## config.mk

```make
export PLATFORM = sky130hd
export DESIGN_NAME = deserializer_out
export DESIGN_NICKNAME = d
export VERILOG_FILES = /design/src/rtl/deserializer_out.sv
export SDC_FILE = /design/constraint.sdc
export NUM_CORES = 1
export LEC_CHECK = 0
export CORE_MARGIN = 1
export CORE_UTILIZATION = 55
export CTS_BUF_LIST = sky130_fd_sc_hd__clkbuf_4
export DETAILED_ROUTE_END_ITERATION = 7
export GPL_TIMING_DRIVEN = 0
export PLACE_DENSITY = 0.79
export SLEW_MARGIN = 20
export SYNTH_ARGS = -nofsm -noshare
export SYNTH_HDL_FRONTEND = slang
export SYNTH_SLANG_ARGS = --single-unit
```

## constraint.sdc

```tcl
create_clock -name clk_i -period 2.1 [get_ports clk_i]
set_input_delay 0.315 -clock clk_i [delete_from_list [all_inputs] [get_ports clk_i]]
set_output_delay 0.315 -clock clk_i [all_outputs]
set_load 0.03 [all_outputs]
```

## src/rtl/deserializer_out.sv

```systemverilog
// Serial word-link receiver: hunts comma alignment, then assembles {w3,w2,w1} frames.
// Optional saturating error counter on err_cnt_o when DESER_ERR_CNT_EN is defined.
module deserializer_out #(
  parameter int LOCK_COMMAS = 2,
  parameter int LOSS_ERRS   = 4
) (
  input  logic        clk_i,
  input  logic        rst_i,
  input  logic        data_i,
  output logic [26:0] data_o,
  output logic        valid_o,
  output logic        locked_o,
  output logic        err_o
`ifdef DESER_ERR_CNT_EN
  ,
  output logic [7:0]  err_cnt_o
`endif
);

  localparam logic [8:0] COMMA = 9'h13C;
  localparam int CW = $clog2(LOCK_COMMAS + 1);
  localparam int MW = $clog2(LOSS_ERRS + 1);

  typedef enum logic [1:0] {
    ST_HUNT,
    ST_VERIFY,
    ST_LOCKED
  } state_t;

  state_t          state, state_n;
  logic [8:0]      sr, sr_n;
  logic [3:0]      bit_cnt, bit_cnt_n;
  logic [CW-1:0]   comma_cnt, comma_cnt_n, comma_inc;
  logic [MW-1:0]   miss, miss_n, miss_inc;
  logic [1:0]      wcnt, wcnt_n;
  logic            exp_comma, exp_comma_n;
  logic [8:0]      w1, w1_n, w2, w2_n;
  logic [26:0]     data_n;
  logic            valid_n, err_n, locked_n;
  logic            is_comma, boundary;

`ifdef DESER_ERR_CNT_EN
  logic [7:0]      err_cnt, err_cnt_n;
`endif

  assign is_comma  = (sr == COMMA);
  assign boundary  = (bit_cnt == 4'd8);
  assign comma_inc = comma_cnt + 1'b1;
  assign miss_inc  = miss + 1'b1;

  always_comb begin
    // NOTE: every signal gets its hold/idle value first so no path leaves one unassigned (no latches).
    state_n     = state;
    sr_n        = {data_i, sr[8:1]};
    bit_cnt_n   = boundary ? 4'd0 : bit_cnt + 4'd1;
    comma_cnt_n = comma_cnt;
    miss_n      = miss;
    wcnt_n      = wcnt;
    exp_comma_n = exp_comma;
    w1_n        = w1;
    w2_n        = w2;
    data_n      = data_o;
    valid_n     = 1'b0;
    err_n       = 1'b0;

    case (state)
      ST_HUNT: begin
        if (is_comma) begin
          bit_cnt_n   = 4'd0;
          comma_cnt_n = CW'(1);
          state_n     = (LOCK_COMMAS == 1) ? ST_LOCKED : ST_VERIFY;
        end
      end

      ST_VERIFY: begin
        if (boundary) begin
          if (is_comma) begin
            comma_cnt_n = comma_inc;
            if (comma_inc == CW'(LOCK_COMMAS)) state_n = ST_LOCKED;
          end else begin
            comma_cnt_n = '0;
            state_n     = ST_HUNT;
          end
        end
      end

      ST_LOCKED: begin
        if (boundary) begin
          if (is_comma) begin
            // A comma mid-frame means the partial frame is lost.
            err_n       = (wcnt != 2'd0);
            wcnt_n      = 2'd0;
            exp_comma_n = 1'b0;
            miss_n      = '0;
          end else if (exp_comma) begin
            err_n = 1'b1;
            if (miss_inc == MW'(LOSS_ERRS)) begin
              state_n     = ST_HUNT;
              wcnt_n      = 2'd0;
              exp_comma_n = 1'b0;
              miss_n      = '0;
              comma_cnt_n = '0;
            end else begin
              miss_n = miss_inc;
            end
          end else begin
            case (wcnt)
              2'd0: begin
                w1_n   = sr;
                wcnt_n = 2'd1;
              end
              2'd1: begin
                w2_n   = sr;
                wcnt_n = 2'd2;
              end
              default: begin
                data_n      = {sr, w2, w1};
                valid_n     = 1'b1;
                wcnt_n      = 2'd0;
                exp_comma_n = 1'b1;
              end
            endcase
          end
        end
      end

      default: state_n = ST_HUNT;
    endcase

    locked_n = (state_n == ST_LOCKED);

`ifdef DESER_ERR_CNT_EN
    err_cnt_n = (err_n && err_cnt != 8'hFF) ? err_cnt + 8'd1 : err_cnt;
`endif
  end

  always_ff @(posedge clk_i) begin
    // NOTE: non-blocking assignments so every register samples pre-edge values of the others.
    if (rst_i) begin
      state     <= ST_HUNT;
      sr        <= '0;
      bit_cnt   <= '0;
      comma_cnt <= '0;
      miss      <= '0;
      wcnt      <= '0;
      exp_comma <= 1'b0;
      w1        <= '0;
      w2        <= '0;
      data_o    <= '0;
      valid_o   <= 1'b0;
      err_o     <= 1'b0;
      locked_o  <= 1'b0;
`ifdef DESER_ERR_CNT_EN
      err_cnt   <= '0;
`endif
    end else begin
      state     <= state_n;
      sr        <= sr_n;
      bit_cnt   <= bit_cnt_n;
      comma_cnt <= comma_cnt_n;
      miss      <= miss_n;
      wcnt      <= wcnt_n;
      exp_comma <= exp_comma_n;
      w1        <= w1_n;
      w2        <= w2_n;
      data_o    <= data_n;
      valid_o   <= valid_n;
      err_o     <= err_n;
      locked_o  <= locked_n;
`ifdef DESER_ERR_CNT_EN
      err_cnt   <= err_cnt_n;
`endif
    end
  end

`ifdef DESER_ERR_CNT_EN
  assign err_cnt_o = err_cnt;
`endif

endmodule

```

==> impl_metrics.tcl <==
set metrics [dict create \
    outcome "finished, final reports clean" \
    cp-start-kind "register" \
    synth_most_common_cell "dfxtp_1" \
    post_drt_via_cell_ratio 5.25 \
    clk_path_buf_depth 2 \
    yosysUniqueCellTypes 39 \
    cts.htree.levels 3 \
    critPathKind "register to register" \
    synth-warning-count 0 \
    end_kind "register" \
    fin_crit_ps 1970 \
    die_x_um 73.5 \
    async_flop_share_pct 0 \
    nets 335 \
    ys_seq_elements 71 \
    drtIter0Drc 169 \
    hpwl_um 3850 \
    fillers 394 \
    grt_use_total_pct 23.1 \
    globalRoute.totalOverflow 0 \
    min_period_over_period_pct 94.0 \
    clk_pin_slew_ps 110 \
    slew_headroom_pct 66.0 \
    synth_ff_type "dfxtp_1" \
    fin_skew_ps 12.5 \
    grt_max_degree 13 \
    area_growth_pct 21.1 \
    ys_seq_area_share_pct 50.6 \
    worstHoldPathCells 1 \
    final_hold_viol_count 0 \
    rsz0062_at_grt "false" \
    design.die.area_um2 5400 \
    worst_slew_pin_slew_ps 510 \
    synth_area_um2 2810 \
    cts_buffers 9 \
    syn_area_per_cell_um2 10.2 \
    netlist_instances 276 \
    clk_latency_ps 400 \
    grt_pass1_vias 1888 \
    wire_per_inst_um 14.3 \
    layout-drive-gt1-share_pct 11.3 \
    die_h_um 73.5 \
    synth_commonest_cells "dfxtp_1 (71), nor2_1 (55), mux2i_1 (46)" \
    synth_edf_count 0 \
    vias 2074 \
    cp_data_required_time_ps 2380 \
    yosysTopAreaCell "dfxtp_1" \
    p_leak_nw 1.32 \
    whs_ps 455 \
    initial_core_util_pct 58.3 \
    ctsHoldBuffers 0 \
    portBuffers 32 \
    io_pins 33 \
    fmax_ghz 0.507 \
    cts.sinks 71 \
    yosys.area.top_type_share_pct 50.6 \
    setup_viol 0 \
    crit_fanout 10 \
    n_antenna_cell 0 \
    arrival_ps 2250 \
    route.detailed.drc 0 \
    cts_root_buffer "clkbuf_4" \
    r2r_cells 7 \
    power_density_nw_per_um2 662 \
    cts_tree "done" \
    ant_nets 0 \
    synth.top_cells.by_area "dfxtp_1 (51%), mux2i_1 (16%), nor2_1 (7.3%)" \
    vdd_drop_max_mv 0.424 \
    max-cap-violations 0 \
    postRouteWirelength_um 5640 \
    antenna_found_initial 0 \
    hp-class "register to register" \
    synth_nets 288 \
    gp_congestion 0.824 \
    fin_util_pct 70.7 \
    grt_pass1_wl_um 9330 \
    slew_violations 0 \
    dr.pass1.iters 4 \
    rows 25 \
    coreArea_um2 4820 \
]
through the flow:
stage	area [um2]	setup slack [ps]	power, mW	std cells	setup TNS, ps
after floorplan	2810	254	1.42	276	0
final	3400	126	2.25	395	0
after global routing	3400	5.07	2.33	395	0
after CTS	3360	2.33	2.26	391	0
after detailed placement	3210	-47.6	1.44	375	-213
after global placement	3210	51.4	1.44	375	0
layout make-up:
class | count | area (um2) | share of cell area [%]
sequential | 71 | 1430 | 41.9
tap | 67 | 83.8 | 2.46
timing repair buffer | 37 | 362 | 10.6
multi-input combinational | 182 | 1270 | 37.4
clock inverter | 6 | 61.3 | 1.80
buffer | 15 | 95.1 | 2.79
clock buffer | 10 | 75.1 | 2.21
inverter | 7 | 26.3 | 0.772
timing repair:
item / in CTS / in global routing
cloned: 0 / 0
setup endpoints to repair: 8 / 23
pin swaps: 0 / 3
gates resized for setup: 3 / 6
setup buffers: 0 / 5
critical path, cell delays in order, from the launching register on:
cell,delay (ps)
dfxtp_2,400
and4bb_1,230
and4_1,200
buf_6,130
or4_4,500
buf_6,170
mux2i_1,160
nor2_1,60
routing by layer:
| layer | vias to the layer above | global-route usage [%] | part of all wire [%] |
|---|---|---|---|
| met4 | 0 | 10.9 | 1.9 |
| met2 | 46 | 37.1 | 47 |
| li1 | 1035 | - | - |
| met3 | 10 | 4.80 | 3.5 |
| met1 | 983 | 29.7 | 48 |
| met5 | - | 0 | 0 |
layout by cell type, fill, tap and decap left out, drive strengths merged, types with 3 or more instances in the layout:
cell type / netlist / final
dfxtp: 71 / 71
nor2: 55 / 55
mux2i: 46 / 46
clkdlybuf4s50: 0 / 32
clkbuf: 9 / 18
nor2b: 12 / 12
buf: 7 / 12
a21oi: 9 / 9
ha: 9 / 9
inv: 7 / 7
nor3: 6 / 6
nand2: 5 / 5
clkinv: 0 / 5
or4: 4 / 4
o31ai: 3 / 3
nand2b: 3 / 3
registers in the layout, indices dropped and copies added, names as in the netlist:
| signal | count |
|---|---|
| data_o | 27 |
| locked_o | 1 |
| err_o | 1 |
| valid_o | 1 |
| state | 2 |
| w2 | 9 |
| comma_cnt | 2 |
| w1 | 9 |
| wcnt | 2 |
| sr | 9 |
| miss | 3 |
| exp_comma | 1 |
| bit_cnt | 4 |
logic make-up after synthesis:
logic type               count (synthesis)  synth area share (%)
AO/OA/AOI/OAI                           23                  5.30
buffers and inverters                   23                  4.45
multiplexers                            46                  16.4
adder cells (fa/ha/maj)                  9                  4.01
XOR/XNOR                                 3                 0.935
AND/OR/NAND/NOR                        101                  18.3
flip-flops                              71                  50.6
where the power goes:
group | switching [mW] | internal (mW) | total, mW
Clock | 0.466 | 0.373 | 0.839
Sequential | 0.00986 | 1.35 | 1.36
Combinational | 0.0323 | 0.0166 | 0.0490
path summary, 6_finish.rpt:
path / from / slack [ps] / to
worst min register to register: bit_cnt[0] / 450 / bit_cnt[0]
worst min-delay path: bit_cnt[0] / 450 / bit_cnt[0]
worst max-delay path: sr[7] / 130 / w2[0]
worst max register to register: sr[7] / 130 / w2[0]
Note: power is estimated with default switching activity, not from simulation.
